--- config.mk ---
export PLATFORM = sky130hd
export DESIGN_NAME = wb_regfile
export DESIGN_NICKNAME = d
export VERILOG_FILES = /design/src/rtl/wb_regfile.sv
export SDC_FILE = /design/constraint.sdc
export NUM_CORES = 1
export LEC_CHECK = 0
export CAP_MARGIN = 20
export CORE_MARGIN = 1
export CORE_UTILIZATION = 60
export DETAILED_ROUTE_END_ITERATION = 16
export PLACE_DENSITY = 0.89
export REMOVE_ABC_BUFFERS = 1
export SYNTH_ARGS = -nofsm -noshare
export SYNTH_HDL_FRONTEND = slang
export SYNTH_SLANG_ARGS = --single-unit
--- constraint.sdc ---
create_clock -name clk -period 5.4 [get_ports clk]
set_input_delay 0.81 -clock clk [delete_from_list [all_inputs] [get_ports clk]]
set_output_delay 0.81 -clock clk [all_outputs]
set_load 0.02 [all_outputs]
--- src/rtl/wb_regfile.sv ---
// Writeback stage: selects the retiring value by opcode, commits it to a 16x16
// register file with bypassed read ports, and latches HLT to freeze state.
module wb_regfile #(
  parameter int NREG = 16,
  parameter int DW   = 16
) (
  input  logic                     clk,
  input  logic                     rst,
  input  logic                     wb_RegWrite,
  input  logic                     wb_MemtoReg,
  input  logic [$clog2(NREG)-1:0]  wb_RegRd,
  input  logic [3:0]               wb_Opcode,
  input  logic [DW-1:0]            wb_alu_data,
  input  logic [DW-1:0]            wb_lw_data,
  input  logic [DW-1:0]            wb_pc_inc,
  input  logic [7:0]               wb_imm8,
  input  logic                     wb_halt,
  input  logic [$clog2(NREG)-1:0]  rd_addr1,
  input  logic [$clog2(NREG)-1:0]  rd_addr2,
  output logic [DW-1:0]            rd_data1,
  output logic [DW-1:0]            rd_data2,
  output logic [DW-1:0]            wr_data,
  output logic                     halted,
  output logic [15:0]              wb_count
);

  localparam logic [3:0] OP_LW  = 4'b1000;
  localparam logic [3:0] OP_PCS = 4'b1110;
  localparam logic [3:0] OP_LLB = 4'b1010;
  localparam logic [3:0] OP_LHB = 4'b1011;

  typedef enum logic {
    RUN    = 1'b0,
    HALTED = 1'b1
  } state_e;

  state_e        state_q, state_d;
  logic [DW-1:0] regs_q [NREG];
  logic [15:0]   wb_count_q;
  logic [DW-1:0] stored_rd;
  logic          commit;

  // Halt state machine: state register.
  always_ff @(posedge clk or negedge rst) begin
    if (!rst) state_q <= RUN;
    else      state_q <= state_d;
  end

  // Halt state machine: next state. HALTED is only left through reset.
  always_comb begin
    state_d = state_q;
    if (state_q == RUN && wb_halt) state_d = HALTED;
  end

  // Halt state machine: outputs.
  always_comb begin
    halted = (state_q == HALTED);
  end

  // LLB/LHB merge into the stored (not bypassed) destination value.
  always_comb begin
    stored_rd = (wb_RegRd == '0) ? '0 : regs_q[wb_RegRd];
    case (wb_Opcode)
      OP_LW:   wr_data = wb_MemtoReg ? wb_lw_data : wb_alu_data;
      OP_PCS:  wr_data = wb_pc_inc;
      OP_LLB:  wr_data = {stored_rd[DW-1:8], wb_imm8};
      OP_LHB:  wr_data = {wb_imm8, stored_rd[7:0]};
      default: wr_data = wb_alu_data;
    endcase
  end

  assign commit = wb_RegWrite && (wb_RegRd != '0) && !halted;

  // NOTE: the register array is cleared by the async reset because the
  // architecture guarantees all registers read zero out of reset.
  always_ff @(posedge clk or negedge rst) begin
    if (!rst) begin
      for (int i = 0; i < NREG; i++) regs_q[i] <= '0;
      wb_count_q <= '0;
    end else if (commit) begin
      regs_q[wb_RegRd] <= wr_data;
      wb_count_q       <= wb_count_q + 16'd1;
    end
  end

  assign wb_count = wb_count_q;

  // Write-before-read bypass so decode sees this cycle's commit.
  always_comb begin
    if (rd_addr1 == '0)                        rd_data1 = '0;
    else if (commit && rd_addr1 == wb_RegRd)   rd_data1 = wr_data;
    else                                       rd_data1 = regs_q[rd_addr1];
  end

  always_comb begin
    if (rd_addr2 == '0)                        rd_data2 = '0;
    else if (commit && rd_addr2 == wb_RegRd)   rd_data2 = wr_data;
    else                                       rd_data2 = regs_q[rd_addr2];
  end

endmodule

==> results.sh <==
export IMPL_status="complete, no violations"
export IMPL_wl_um=55800
export IMPL_ys_top_cells_by_area="dfrtp_1 39%, mux4_2 25%, mux2_2 4.1%"
export IMPL_wl_per_cell_um=28.6
export IMPL_yosysWarnings=0
export IMPL_portBuffers=141
export IMPL_post_cts_resized=0
export IMPL_postLayoutCoreUtil_pct=70.0
export IMPL_critical_path_class="input pin to output port"
export IMPL_post_cts_buffers=0
export IMPL_crit_chain="clkdlybuf4s50_1, or3b_1, a21bo_2, a221oi_1, o221a_2, o22ai_1, clkdlybuf4s50_1"
export IMPL_grt_max_degree=123
export IMPL_clkTransAtPathRegs_ns=0.06
export IMPL_overflow=0
export IMPL_drive_gt1_share_pct=28.5
export IMPL_fin_crit_ns=5.07
export IMPL_synth_top_area_share_pct=39.0
export IMPL_n_antenna_cell=0
export IMPL_cts_max_level=1
export IMPL_power_density_nw_per_um2=247
export IMPL_crit_top_cell="clkdlybuf4s50_1"
export IMPL_drt_iter0_drc=1883
export IMPL_async_reset_ff_share_pct=100
export IMPL_critPathMaxStageDelay_ns=0.96
export IMPL_path_max_fanout=10
export IMPL_cts_buffers=29
export IMPL_netlist_instances=1461
export IMPL_crit_slowest_cell="a221oi_1"
export IMPL_finalNonFillerCells=1950
export IMPL_cp_num_buf_inv=2
export IMPL_yosys_area_top_type="dfrtp_1"
export IMPL_ios=142
export IMPL_start_kind="input pin"
export IMPL_slew_headroom_pct=26.1
export IMPL_fp_dieArea_um2=29900
export IMPL_p_leak_uw=0.00842
export IMPL_area_delta_synth_final_pct=14.8
export IMPL_dr_pass1_iters=5
export IMPL_synth_flop_cell="dfrtp_1"
export IMPL_ant_nets=0
export IMPL_root_buffer="clkbuf_16"
export IMPL_fp_dieW_um=173
export IMPL_drv_slew=0
export IMPL_insertion_delay_ns=0.57
export IMPL_grt_pass1_vias=14600
export IMPL_cts_tree="yes"
export IMPL_ys_seq_area_share_pct=39.0
export IMPL_num_fill_cells=1866
export IMPL_ctsHoldBuffers=0
export IMPL_tightest_slew_ns=1.11
export IMPL_dp_hpwl_um=36500
export IMPL_finClkSkew_ns=0.0107
export IMPL_setup_viol_count_final=0
export IMPL_hold_viol=0
export IMPL_clk_path_buf_depth=3
export IMPL_synth_area_um2=17500
export IMPL_via_count=14300
export IMPL_r2r_cells=6
export IMPL_core_area_um2=28700
export IMPL_gp_congestion=0.977
export IMPL_tns_ns=0
export IMPL_placementRows=62
export IMPL_path_depth=7
export IMPL_drc_errors=0
export IMPL_cts_sinks=273
export IMPL_cap_violations=0
export IMPL_synth_cell_types=56
export IMPL_cp_arrival_ns=4.26
export IMPL_min_period_over_period_pct=93.8
export IMPL_hold_path_class="input pin to async pin"
export IMPL_cp_top_family="compound AO/OA/AOI/OAI gates"
export IMPL_antenna_found_initial=0
export IMPL_viasPerCell=7.33
export IMPL_worstPathRequired_ns=4.59
export IMPL_synth_edf_count=0
export IMPL_synth_area_per_cell_um2=12.0
export IMPL_crit_path_end_kind="output port"
export IMPL_grt_pass1_wl_um=85900
export IMPL_die_h_um=173
export IMPL_initial_core_util_pct=61.0
export IMPL_fmax_mhz=197
export IMPL_grt_usage_pct=38.0
export IMPL_grt_setup_unrepaired="false"
export IMPL_nets=1624
export IMPL_ir_drop_v=0.000229
export IMPL_ys_seq_elements=273
export IMPL_place_inst=1898
cell families after synthesis:
kind of cell             count (synthesis)  share of synthesized area [%]
buffers and inverters                  186                           5.56
adder cells (fa/ha/maj)                  1                         0.0714
multiplexers                           329                           33.9
flip-flops                             273                           39.0
AO/OA/AOI/OAI                          309                           11.8
XOR/XNOR                                23                           1.15
AND/OR/NAND/NOR                        340                           8.58
flip-flops by register name, indices dropped and copies added (netlist names):
signal	flops
regs_q	256
wb_count	16
halted	1
cells in the final DEF, fill, tap and decap left out, types with 6 or more instances in the layout:
master	netlist	routed
mux2i_1	63	63
a21oi_1	78	78
nand2_1	149	149
mux2_2	64	64
nor2_1	110	109
nand3_1	9	9
o22ai_2	12	12
buf_4	18	65
or2_2	11	11
nor2b_1	14	14
dfrtp_1	273	273
o21ai_1	12	12
o2bb2ai_1	10	10
o21ai_2	6	6
a22oi_1	6	6
xor2_1	15	15
o21ai_0	115	115
xnor2_1	8	8
clkbuf_16	0	29
clkbuf_8	0	10
clkbuf_1	77	6
clkdlybuf4s50_1	0	131
nand4_1	6	6
a31oi_1	9	9
mux4_1	9	9
mux4_2	193	193
o221a_2	6	6
nand3b_1	11	11
o22ai_1	14	14
inv_1	32	32
a21oi_2	15	15
worst register-to-register path: stages, from the launching register on:
cell	delay [ns]
dfrtp_1	0.41
nor2b_1	0.48
and2_1	0.27
and3_1	0.84
buf_4	0.42
nor2_1	0.09
a21oi_1	0.14
area by class of cell:
cell class / instances / area, um^2 / share of cell area, %
Clock buffer: 44 / 872 / 4.34
Clock inverter: 7 / 98.8 / 0.492
Inverter: 32 / 120 / 0.597
Multi-Input combinational cell: 1002 / 9750 / 48.5
Sequential cell: 273 / 6830 / 34.0
Tap cell: 384 / 480 / 2.39
Timing Repair Buffer: 208 / 1950 / 9.71
report_power, final:
group | leakage, uW | internal, uW | total [uW] | switching [uW]
clock network | 0.000475 | 1200 | 2050 | 845
logic | 0.00419 | 330 | 752 | 421
registers | 0.00376 | 2100 | 2160 | 59.5
total | 0.00842 | 3630 | 4960 | 1330
synth_stat cells, drive strengths merged, types with 5 or more instances:
cell type,instances
nand2b,5
mux2,64
xor2,15
o2bb2ai,10
a22oi,6
nand4,6
o21ai,133
buf,77
a221oi,5
nor2b,14
nand2,149
inv,32
and3,5
dfrtp,273
xnor2,8
o22ai,26
nand3b,11
mux2i,63
or2,12
nor2,111
nand3,9
a21oi,94
clkbuf,77
mux4,202
o221a,6
a31oi,9
layer usage:
| metal | share of wire (%) | track usage [%] |
|---|---|---|
| met5 | 0 | 0 |
| met4 | 8.3 | 26.0 |
| met3 | 13 | 10.8 |
| met2 | 45 | 57.7 |
| met1 | 33 | 47.8 |
path summary, 6_finish.rpt:
path                         startpoint            to  slack, ns
max                        wb_Opcode[0]  rd_data1[12]       0.33
min                                 rst   regs_q[234]       0.34
max reg2reg                      halted    regs_q[32]       2.67
min reg2reg                 regs_q[250]   regs_q[250]       0.42
max in group asynchronous           rst   regs_q[152]       3.85
min in group clk            regs_q[250]   regs_q[250]       0.42
through the flow:
stage          hold slack, ns  total power [uW]  worst slack (ns)  instance area, um^2
2_1_floorplan           0.379              2520              1.48                16700
3_3_place_gp            0.397              2890             0.668                19100
3_5_place_dp            0.403              2920             0.610                19100
4_1_cts                 0.385              4950             0.531                20100
5_1_grt                 0.411              5070             0.314                20100
6_report                0.338              4960             0.332                20100
(Power assumes the default switching activity.)
